**config.mk**
```make
export PLATFORM = sky130hd
export DESIGN_NAME = mod_counter_flat
export DESIGN_NICKNAME = d
export VERILOG_FILES = /design/src/rtl/mod_counter_if.sv /design/src/rtl/mod_counter.sv /design/src/flat_wrapper.sv
export SDC_FILE = /design/constraint.sdc
export NUM_CORES = 1
export LEC_CHECK = 0
export ABC_AREA = 0
export BUFFER_PORTS_ARGS = -buffer_cell sky130_fd_sc_hd__buf_2
export CAP_MARGIN = 5
export CORE_MARGIN = 2
export CORE_UTILIZATION = 30
export DETAILED_ROUTE_END_ITERATION = 12
export SETUP_SLACK_MARGIN = 0.02
export SYNTH_ARGS = -nofsm -noshare
export SYNTH_HDL_FRONTEND = slang
export SYNTH_SLANG_ARGS = --single-unit
export TNS_END_PERCENT = 1
```
**constraint.sdc**
```tcl
create_clock -name clk -period 2 [get_ports clk]
set_input_delay 0.4 -clock clk [delete_from_list [all_inputs] [get_ports clk]]
set_output_delay 0.4 -clock clk [all_outputs]
set_load 0.01 [all_outputs]
```
**src/rtl/mod_counter_if.sv**
```systemverilog
// Control and status bundle for mod_counter: the master drives the count
// controls, the slave (the counter) returns the registered count and tc.
interface mod_counter_if #(
  parameter int WIDTH = 5
);
  logic             en;
  logic             up_dn;
  logic             clr;
  logic             load;
  logic [WIDTH-1:0] load_val;
  logic [WIDTH-1:0] out;
  logic             tc;

  modport master (
    output en, up_dn, clr, load, load_val,
    input  out, tc
  );

  modport slave (
    input  en, up_dn, clr, load, load_val,
    output out, tc
  );
endinterface

```
**src/rtl/mod_counter.sv**
```systemverilog
// Parametrised modulo up/down counter with prescaler, clear, clamped load and tc pulse.
// Define MOD_COUNTER_SATURATE_EN to saturate at the range limits instead of wrapping.
module mod_counter #(
  parameter int WIDTH    = 5,
  parameter int MODULUS  = 32,
  parameter int PRESCALE = 1
) (
  input logic          clk,
  input logic          reset,
  mod_counter_if.slave bus
);

  localparam int               PS_W    = (PRESCALE > 1) ? $clog2(PRESCALE) : 1;
  localparam logic [WIDTH-1:0] TOP     = WIDTH'(MODULUS - 1);
  localparam logic [PS_W-1:0]  PS_LAST = PS_W'(PRESCALE - 1);

  logic [WIDTH-1:0] cnt_q, cnt_d;
  logic [PS_W-1:0]  ps_q, ps_d;
  logic             tc_q, tc_d;
  logic             step;
  logic             at_limit;

  assign at_limit = bus.up_dn ? (cnt_q == TOP) : (cnt_q == '0);

  // NOTE: every always_comb output gets a default first, so no path can infer a latch.
  always_comb begin
    cnt_d = cnt_q;
    ps_d  = ps_q;
    tc_d  = 1'b0;
    step  = 1'b0;

    if (bus.clr) begin
      cnt_d = '0;
      ps_d  = '0;
    end else if (bus.load) begin
      // int compare keeps the clamp legal when MODULUS fills the whole WIDTH range
      cnt_d = (int'(bus.load_val) >= MODULUS) ? TOP : bus.load_val;
      ps_d  = '0;
    end else if (bus.en) begin
      if (ps_q == PS_LAST) begin
        ps_d = '0;
        step = 1'b1;
      end else begin
        ps_d = ps_q + PS_W'(1);
      end
    end

    if (step) begin
      tc_d = at_limit;
`ifdef MOD_COUNTER_SATURATE_EN
      if (!at_limit) begin
        cnt_d = bus.up_dn ? cnt_q + WIDTH'(1) : cnt_q - WIDTH'(1);
      end
`else
      if (at_limit) begin
        cnt_d = bus.up_dn ? '0 : TOP;
      end else begin
        cnt_d = bus.up_dn ? cnt_q + WIDTH'(1) : cnt_q - WIDTH'(1);
      end
`endif
    end
  end

  // NOTE: state registers use non-blocking assignments so all flops update together.
  always_ff @(posedge clk or posedge reset) begin
    if (reset) begin
      cnt_q <= '0;
      ps_q  <= '0;
      tc_q  <= 1'b0;
    end else begin
      cnt_q <= cnt_d;
      ps_q  <= ps_d;
      tc_q  <= tc_d;
    end
  end

  assign bus.out = cnt_q;
  assign bus.tc  = tc_q;

endmodule
```
**src/flat_wrapper.sv**
```systemverilog
// flat-port wrapper written by rule: the top's interface ports become plain ports
module mod_counter_flat 
#(
  parameter int WIDTH    = 5,
  parameter int MODULUS  = 32,
  parameter int PRESCALE = 1
)
  (clk, reset, bus_en, bus_up_dn, bus_clr, bus_load, bus_load_val, bus_out, bus_tc);
  mod_counter_if #(.WIDTH(WIDTH)) bus_i ();
  input logic clk;
  input logic reset;
  input wire logic [$bits(bus_i.en)-1:0] bus_en;
  input wire logic [$bits(bus_i.up_dn)-1:0] bus_up_dn;
  input wire logic [$bits(bus_i.clr)-1:0] bus_clr;
  input wire logic [$bits(bus_i.load)-1:0] bus_load;
  input wire logic [$bits(bus_i.load_val)-1:0] bus_load_val;
  output wire logic [$bits(bus_i.out)-1:0] bus_out;
  output wire logic [$bits(bus_i.tc)-1:0] bus_tc;
  assign bus_i.en = bus_en;
  assign bus_i.up_dn = bus_up_dn;
  assign bus_i.clr = bus_clr;
  assign bus_i.load = bus_load;
  assign bus_i.load_val = bus_load_val;
  assign bus_out = bus_i.out;
  assign bus_tc = bus_i.tc;
  mod_counter #(.WIDTH(WIDTH), .MODULUS(MODULUS), .PRESCALE(PRESCALE)) u_core (.clk(clk), .reset(reset), .bus(bus_i));
endmodule
```
==> results of run 1 <==
-- layer usage --
metal	part of all wire	wire length (um)	track usage	up-vias
met5	0	0	0	-
li1	-	-	-	241
met3	0.079	97	0.0694	0
met1	0.46	562	0.198	219
met2	0.46	562	0.206	27
met4	0	0	0.0424	0
-- stage by stage --
stage	util	hold WS, ns	instances	setup slack, ns	area, um^2
global placement	0.391	0.312	89	0.165	596
floorplan	-	0.191	57	0.151	488
detailed placement	0.391	0.317	89	0.142	596
global route	0.411	0.0681	92	0.0760	626
finish	0.411	0.0563	92	0.193	626
CTS	0.406	0.0570	92	0.206	618
-- state kept, by name (all words and copies together), names as in the netlist --
| register | count |
|---|---|
| u_core.bus.out | 5 |
| u_core.bus.tc | 1 |
-- where the power goes --
group          internal, mW  switching, mW  leakage (nW)
combinational        0.0651         0.0729         0.223
clock                0.0676         0.0394        0.0138
sequential            0.131         0.0116        0.0792
total                 0.264          0.124         0.316
-- layout make-up --
type / count / area [um^2] / area share
Clock buffer: 3 / 22.5 / 0.0360
Inverter: 5 / 18.8 / 0.0300
Multi-Input combinational cell: 44 / 319 / 0.510
Sequential cell: 6 / 150 / 0.240
Tap cell: 16 / 20.0 / 0.0320
Timing Repair Buffer: 18 / 95.1 / 0.152
-- critical path, stage by stage, from the launching register on --
cell      delay, ns
dfrtp_1        0.35
inv_1          0.07
fa_1           0.42
nand2b_1       0.17
a21oi_1        0.16
xor2_1         0.11
and3_1         0.20
o32ai_2        0.23
-- cell usage in the layout (no fill, tap or decap) --
cell type / synthesis / routed
and2_2: 1 / 1
inv_1: 5 / 5
nand2b_1: 2 / 2
buf_2: 0 / 16
fa_1: 1 / 1
clkbuf_4: 0 / 3
ha_1: 3 / 3
o22ai_1: 2 / 2
mux2i_1: 1 / 1
o2bb2a_4: 1 / 1
a2bb2oi_1: 1 / 1
nor3_1: 1 / 1
xnor2_1: 2 / 2
nand2_1: 2 / 2
nor3b_1: 2 / 2
nand4_1: 1 / 1
nor4_2: 1 / 1
and3_1: 1 / 1
a21o_1: 1 / 1
a311oi_1: 1 / 1
dfrtp_1: 6 / 6
nor2_1: 9 / 9
o32ai_2: 0 / 1
buf_4: 0 / 2
xor2_1: 1 / 1
a21oi_1: 9 / 9
-- cell usage after synthesis, drive strengths merged (2+ instances only) --
library cell  number
clkbuf             2
dfrtp              6
nor3b              2
nor2               9
nand2              2
ha                 3
o22ai              2
inv                5
nand2b             2
xnor2              2
a21oi              9
-- cell families after synthesis --
family | after synthesis | synth area share
multiplexers | 1 | 0.0205
buffers and inverters | 7 | 0.0539
AO/OA/AOI/OAI | 16 | 0.228
AND/OR/NAND/NOR | 20 | 0.218
flip-flops | 6 | 0.308
XOR/XNOR | 3 | 0.0539
adder cells (fa/ha/maj) | 4 | 0.118
-- final timing paths --
check,startpoint,end,slack [ns]
min,reset,u_core.bus.tc,0.06
min reg2reg,u_core.bus.out[2],u_core.bus.out[2],0.71
min in group clk,bus_clr,u_core.bus.out[0],0.40
max,u_core.bus.out[0],u_core.bus.out[4],0.19
max in group asynchronous,reset,u_core.bus.out[3],1.76
max reg2reg,u_core.bus.out[0],u_core.bus.out[4],0.19
-- repair_timing --
| item | CTS | global route |
|---|---|---|
| resized for setup | 0 | 1 |
| setup buffers | 0 | 0 |
| endpoints found under the setup margin | 0 | 1 |
==> flow_summary.html, run 1 <==
<table>
<tr><th>Metric</th><th>Value</th></tr>
<tr><th colspan="2">Global route</th></tr>
<tr><td>Gr usage total</td><td>0.146</td></tr>
<tr><td>Leftover overflow at the end of global routing</td><td>0</td></tr>
<tr><td>Antenna violations before repair</td><td>0</td></tr>
<tr><td>Wire length of the first global-routing pass</td><td>2050 um</td></tr>
<tr><td>Pin count of the biggest net entering global routing</td><td>12</td></tr>
<tr><td>Number of global-route vias before repair</td><td>481</td></tr>
<tr><th colspan="2">Synth</th></tr>
<tr><td>Top-area cell type share of the netlist area</td><td>0.308</td></tr>
<tr><td>Number of library cell types mapped by synthesis</td><td>24</td></tr>
<tr><td>Top post-synthesis cells by area</td><td>dfrtp_1, a21oi_1, ha_1, nor2_1, fa_1</td></tr>
<tr><td>Yosys top cell by area</td><td>dfrtp_1</td></tr>
<tr><td>Top_reg_cell synth</td><td>dfrtp_1</td></tr>
<tr><td>Share of async-settable or async-resettable flops after synthesis</td><td>1.00</td></tr>
<tr><td>Average footprint of a synthesized cell</td><td>roughly 8.6 um^2</td></tr>
<tr><td>Mapped cell area</td><td>~500 um^2</td></tr>
<tr><td>Sequential element share of the synthesized area</td><td>0.308</td></tr>
<tr><td>Total of flip-flops plus latches after synthesis</td><td>6</td></tr>
<tr><td>Synth warn</td><td>0</td></tr>
<tr><td>Synthesized net count</td><td>72</td></tr>
<tr><td>Number of enable-type register cells in the synthesized netlist</td><td>0</td></tr>
<tr><td>Number of cells produced by synthesis</td><td>57</td></tr>
<tr><th colspan="2">Timing</th></tr>
<tr><td>Worst slew margin</td><td>0.774</td></tr>
<tr><td>Setup repair after global routing missed its margin</td><td>no</td></tr>
<tr><td>Clock Skew</td><td>0.00275 ns</td></tr>
<tr><td>Tightest Pin Transition</td><td>0.336 ns</td></tr>
<tr><td>Fin. Hold Viols</td><td>0</td></tr>
<tr><td>Setup violators final</td><td>0</td></tr>
<tr><td>Number of pins with negative max-slew slack in the final report</td><td>0</td></tr>
<tr><td>Final Critical Period</td><td>1.81 ns</td></tr>
<tr><td>Setup TNS</td><td>0 ns</td></tr>
<tr><td>Max Clk Rate</td><td>553 MHz</td></tr>
<tr><td>Period utilisation layout</td><td>0.903</td></tr>
<tr><th colspan="2">Setup path</th></tr>
<tr><td>CP endpoint kind</td><td>register</td></tr>
<tr><td>Worst r2r path cells</td><td>7</td></tr>
<tr><td>Critical setup path kind</td><td>register to register</td></tr>
<tr><td>Worst EP arrival</td><td>1.96 ns</td></tr>
<tr><td>Critical Path RT</td><td>2.15 ns</td></tr>
<tr><td>Launching element type of the critical path</td><td>register</td></tr>
<tr><td>Critical path peak fanout</td><td>2</td></tr>
<tr><th colspan="2">Routing</th></tr>
<tr><td>Drt first-iter violations</td><td>3</td></tr>
<tr><td>Wire per inst</td><td>13.3 um</td></tr>
<tr><td>Total vias in the final route</td><td>487</td></tr>
<tr><td>Number of design rule violations left after detail routing</td><td>0</td></tr>
<tr><td>Number of routed nets with antenna violations</td><td>0</td></tr>
<tr><td>Number of iterations in the first detailed-routing pass</td><td>4</td></tr>
<tr><td>Final WL</td><td>1220 um</td></tr>
<tr><td>Via density per instance</td><td>5.29</td></tr>
<tr><th colspan="2">Clock tree</th></tr>
<tr><td>Clock tree from TritonCTS</td><td>done</td></tr>
<tr><td>Maximum buffer depth of the clock tree</td><td>2</td></tr>
<tr><td>Root Driver</td><td>clkbuf_4</td></tr>
<tr><td>Clock Latency Late Sink</td><td>0.24 ns</td></tr>
<tr><td>Clock buffers created by TritonCTS</td><td>3</td></tr>
<tr><td>Clock edge transition at the registers on the reported setup and hold paths</td><td>approximately 0.04 ns</td></tr>
<tr><td>CTS Hold Bufs</td><td>0</td></tr>
<tr><td>Number of sinks driven by the clock tree</td><td>6</td></tr>
<tr><td>CTS H-tree lvls</td><td>1</td></tr>
<tr><th colspan="2">Power and ir drop</th></tr>
<tr><td>Maximum resistive drop on vdd</td><td>slightly below 0.5 mV</td></tr>
<tr><td>Total power per unit cell area</td><td>619 nW/um^2</td></tr>
<tr><td>Static Leak</td><td>0.316 nW</td></tr>
<tr><td>Total Power Consumption</td><td>0.387 mW</td></tr>
<tr><th colspan="2">Finish</th></tr>
<tr><td>Area Overhead vs Synth</td><td>28.2%</td></tr>
<tr><td>Layout cells sized above 1</td><td>0.329</td></tr>
<tr><td>Filler instances</td><td>161</td></tr>
<tr><td>Net count reported at finish</td><td>93</td></tr>
<tr><td>Number of diodes added for antenna fixing</td><td>0</td></tr>
<tr><th colspan="2">Floorplanning</th></tr>
<tr><td>Width of the chip</td><td>~44 um</td></tr>
<tr><td>Row Count</td><td>14</td></tr>
<tr><td>Die H</td><td>44.3 um</td></tr>
<tr><td>Area inside the core boundary</td><td>about 1500 um^2</td></tr>
<tr><td>Starting utilization of the core area</td><td>0.320</td></tr>
<tr><td>Total Die Area</td><td>1970 um^2</td></tr>
<tr><td>Number of I/O pins</td><td>17</td></tr>
<tr><th colspan="2">Run</th></tr>
<tr><td>Number of violations of the max-capacitance limit</td><td>0</td></tr>
<tr><th colspan="2">Place</th></tr>
<tr><td>Count of input and output buffers</td><td>16</td></tr>
<tr><td>Dpl hpwl</td><td>approximately 970 um</td></tr>
<tr><td>GPL Wtd Cong</td><td>between 0.8 and 0.9</td></tr>
<tr><th colspan="2">Outcome</th></tr>
<tr><td>Result of the run</td><td>finished, final reports clean</td></tr>
<tr><th colspan="2">Worst hold path</th></tr>
<tr><td>Hold crit path type</td><td>primary input to asynchronous set/reset pin</td></tr>
</table>
Note: power is estimated with default switching activity, not from simulation.
==> inputs of run 2 (changes only) <==
--- a/config.mk
+++ b/config.mk
@@ -8,9 +8,11 @@
 export ABC_AREA = 0
 export BUFFER_PORTS_ARGS = -buffer_cell sky130_fd_sc_hd__buf_2
 export CAP_MARGIN = 5
-export CORE_MARGIN = 2
-export CORE_UTILIZATION = 30
+export CORE_AREA = 2 2 39 41
 export DETAILED_ROUTE_END_ITERATION = 12
+export DIE_AREA = 0 0 41 43
+export HOLD_SLACK_MARGIN = 0.12
+export MAX_ROUTING_LAYER = met4
 export SETUP_SLACK_MARGIN = 0.02
 export SYNTH_ARGS = -nofsm -noshare
 export SYNTH_HDL_FRONTEND = slang
==> flow_summary.html, run 2 (synthesis results as in run 1) <==
<table>
<tr><th>Metric</th><th>Value</th></tr>
<tr><th colspan="2">Timing</th></tr>
<tr><td>Tightest Pin Transition</td><td>0.279 ns</td></tr>
<tr><td>Fin. Hold Viols</td><td>0</td></tr>
<tr><td>Setup violators final</td><td>0</td></tr>
<tr><td>Setup repair after global routing missed its margin</td><td>no</td></tr>
<tr><td>Number of pins with negative max-slew slack in the final report</td><td>0</td></tr>
<tr><td>Clock Skew</td><td>0.00408 ns</td></tr>
<tr><td>Max Clk Rate</td><td>559 MHz</td></tr>
<tr><td>Worst slew margin</td><td>0.813</td></tr>
<tr><td>Crit path setup slack, layout</td><td>0.212 ns</td></tr>
<tr><td>Period utilisation layout</td><td>0.894</td></tr>
<tr><td>Setup TNS</td><td>0 ns</td></tr>
<tr><td>Final Critical Period</td><td>1.79 ns</td></tr>
<tr><th colspan="2">Setup path</th></tr>
<tr><td>Worst EP arrival</td><td>1.93 ns</td></tr>
<tr><td>Crit path largest cell delay</td><td>0.42 ns</td></tr>
<tr><td>Launching element type of the critical path</td><td>register</td></tr>
<tr><td>Cell Chain, Critical Path</td><td>inv_1 -&gt; fa_1 -&gt; nand2b_1 -&gt; a21oi_1 -&gt; xor2_1 -&gt; and3_1 -&gt; o32ai_1</td></tr>
<tr><td>CP endpoint kind</td><td>register</td></tr>
<tr><td>Worst path bufs/invs</td><td>1</td></tr>
<tr><td>Worst r2r path cells</td><td>7</td></tr>
<tr><td>Instance count on the critical path</td><td>7</td></tr>
<tr><td>Critical setup path kind</td><td>register to register</td></tr>
<tr><td>Critical Path Slowest Stage Cell</td><td>fa_1</td></tr>
<tr><td>Kind of cell with the highest combined delay on the critical path</td><td>adder cells</td></tr>
<tr><td>Critical Path RT</td><td>2.15 ns</td></tr>
<tr><td>Critical path peak fanout</td><td>2</td></tr>
<tr><th colspan="2">Floorplanning</th></tr>
<tr><td>Starting utilization of the core area</td><td>0.353</td></tr>
<tr><td>Row Count</td><td>14</td></tr>
<tr><td>Total Die Area</td><td>1760 um^2</td></tr>
<tr><td>Die H</td><td>43 um</td></tr>
<tr><td>Area inside the core boundary</td><td>around 1400 um^2</td></tr>
<tr><td>Width of the chip</td><td>41 um</td></tr>
<tr><td>Number of I/O pins</td><td>17</td></tr>
<tr><th colspan="2">Outcome</th></tr>
<tr><td>Result of the run</td><td>finished, final reports clean</td></tr>
<tr><th colspan="2">Clock tree</th></tr>
<tr><td>CTS H-tree lvls</td><td>1</td></tr>
<tr><td>Clock edge transition at the registers on the reported setup and hold paths</td><td>0.04 ns</td></tr>
<tr><td>Root Driver</td><td>clkbuf_4</td></tr>
<tr><td>Maximum buffer depth of the clock tree</td><td>2</td></tr>
<tr><td>Number of sinks driven by the clock tree</td><td>6</td></tr>
<tr><td>CTS-repair resized insts</td><td>0</td></tr>
<tr><td>Clock buffers created by TritonCTS</td><td>3</td></tr>
<tr><td>Clock Latency Late Sink</td><td>0.24 ns</td></tr>
<tr><td>Clock tree from TritonCTS</td><td>done</td></tr>
<tr><th colspan="2">Place</th></tr>
<tr><td>Count of input and output buffers</td><td>16</td></tr>
<tr><td>GPL Wtd Cong</td><td>slightly below 0.8</td></tr>
<tr><td>Place WS</td><td>0.145 ns</td></tr>
<tr><td>Dpl hpwl</td><td>923 um</td></tr>
<tr><th colspan="2">Finish</th></tr>
<tr><td>Area Overhead vs Synth</td><td>28.7%</td></tr>
<tr><td>Multi-input gate area in the final layout</td><td>312 um^2</td></tr>
<tr><td>Sequential cell area in the final layout</td><td>150 um^2</td></tr>
<tr><td>Most frequent cells in the layout</td><td>buf_2, nor2_1, a21oi_1</td></tr>
<tr><td>Net count reported at finish</td><td>94</td></tr>
<tr><td>Commonest non-fill, non-tap cell in the layout</td><td>buf_2</td></tr>
<tr><td>Number of diodes added for antenna fixing</td><td>0</td></tr>
<tr><td>Filler instances</td><td>145</td></tr>
<tr><td>Layout cells sized above 1</td><td>0.312</td></tr>
<tr><td>Max reg flops</td><td>5</td></tr>
<tr><th colspan="2">Worst hold path</th></tr>
<tr><td>Hold crit path type</td><td>primary input to register</td></tr>
<tr><td>Hold Path Depth</td><td>2</td></tr>
<tr><th colspan="2">Routing</th></tr>
<tr><td>Total vias in the final route</td><td>477</td></tr>
<tr><td>Number of routed nets with antenna violations</td><td>0</td></tr>
<tr><td>Wire per inst</td><td>12.0 um</td></tr>
<tr><td>Drt first-iter violations</td><td>3</td></tr>
<tr><td>Final WL</td><td>1110 um</td></tr>
<tr><td>Via density per instance</td><td>5.13</td></tr>
<tr><td>Number of iterations in the first detailed-routing pass</td><td>2</td></tr>
<tr><td>Number of design rule violations left after detail routing</td><td>0</td></tr>
<tr><th colspan="2">Global route</th></tr>
<tr><td>Pin count of the biggest net entering global routing</td><td>12</td></tr>
<tr><td>Gr usage total</td><td>0.155</td></tr>
<tr><td>Antenna violations before repair</td><td>0</td></tr>
<tr><td>Wire length of the first global-routing pass</td><td>1760 um</td></tr>
<tr><td>Number of global-route vias before repair</td><td>418</td></tr>
<tr><td>Leftover overflow at the end of global routing</td><td>0</td></tr>
<tr><th colspan="2">Power and ir drop</th></tr>
<tr><td>Total Power Consumption</td><td>0.384 mW</td></tr>
<tr><td>Static Leak</td><td>0.318 nW</td></tr>
<tr><td>Total power per unit cell area</td><td>~610 nW/um^2</td></tr>
<tr><td>Maximum resistive drop on vdd</td><td>0.428 mV</td></tr>
<tr><th colspan="2">Run</th></tr>
<tr><td>Number of violations of the max-capacitance limit</td><td>0</td></tr>
</table>
-- run 2: cell types whose count changed in the layout (fill, tap and decap cells not counted), sizes merged --
cell	previous run	this run
dlygate4sd3	0	1
-- run 2: power breakdown --
group,internal (mW),switching (mW),total [mW]
sequential,0.131,0.0108,0.142
combinational,0.0653,0.0691,0.134
clock,0.0676,0.0398,0.107
-- run 2: metrics by stage --
stage	utilization	std cells	area [um^2]	hold WS, ns
floorplan	-	57	488	0.191
global placement	0.430	89	596	0.317
detailed placement	0.430	89	596	0.315
CTS	0.454	93	628	0.387
global route	0.454	93	628	0.407
finish	0.454	93	628	0.392
-- run 2: worst paths after layout --
path                                   startpoint           endpoint  slack, ns
min in group asynchronous                   reset      u_core.bus.tc       0.60
max in group asynchronous                   reset  u_core.bus.out[0]       1.21
worst max register to register  u_core.bus.out[0]  u_core.bus.out[4]       0.21
worst max-delay path            u_core.bus.out[0]  u_core.bus.out[4]       0.21
worst min register to register  u_core.bus.out[2]  u_core.bus.out[2]       0.67
worst min-delay path                      bus_clr  u_core.bus.out[0]       0.39
-- run 2: repair_timing --
item                       CTS  global route
hold buffers                 1             0
buffers inserted             0             0
hold endpoints to repair     6             0
setup endpoints to repair    0             0
-- run 2: worst reg2reg max path, cell delays in order (launching register included) --
cell and delay, ns:
dfrtp_1 0.35, inv_1 0.07, fa_1 0.42, nand2b_1 0.17, a21oi_1 0.16, xor2_1 0.10, and3_1 0.19, o32ai_1 0.24
-- run 2: cell type report --
class | count | area share
multi-input cells | 44 | 0.496
flip-flops and latches | 6 | 0.239
repair buffers | 19 | 0.167
clock buffers | 3 | 0.0359
well taps | 16 | 0.0319
inverters | 5 | 0.0299
-- run 2: metal layers --
layer  vias up  share of wire  GRT usage
met5         -              0          -
met4         0              0     0.0200
met3         0          0.066     0.0628
met2        16           0.49      0.225
met1       217           0.44      0.207
li1        244              -          -
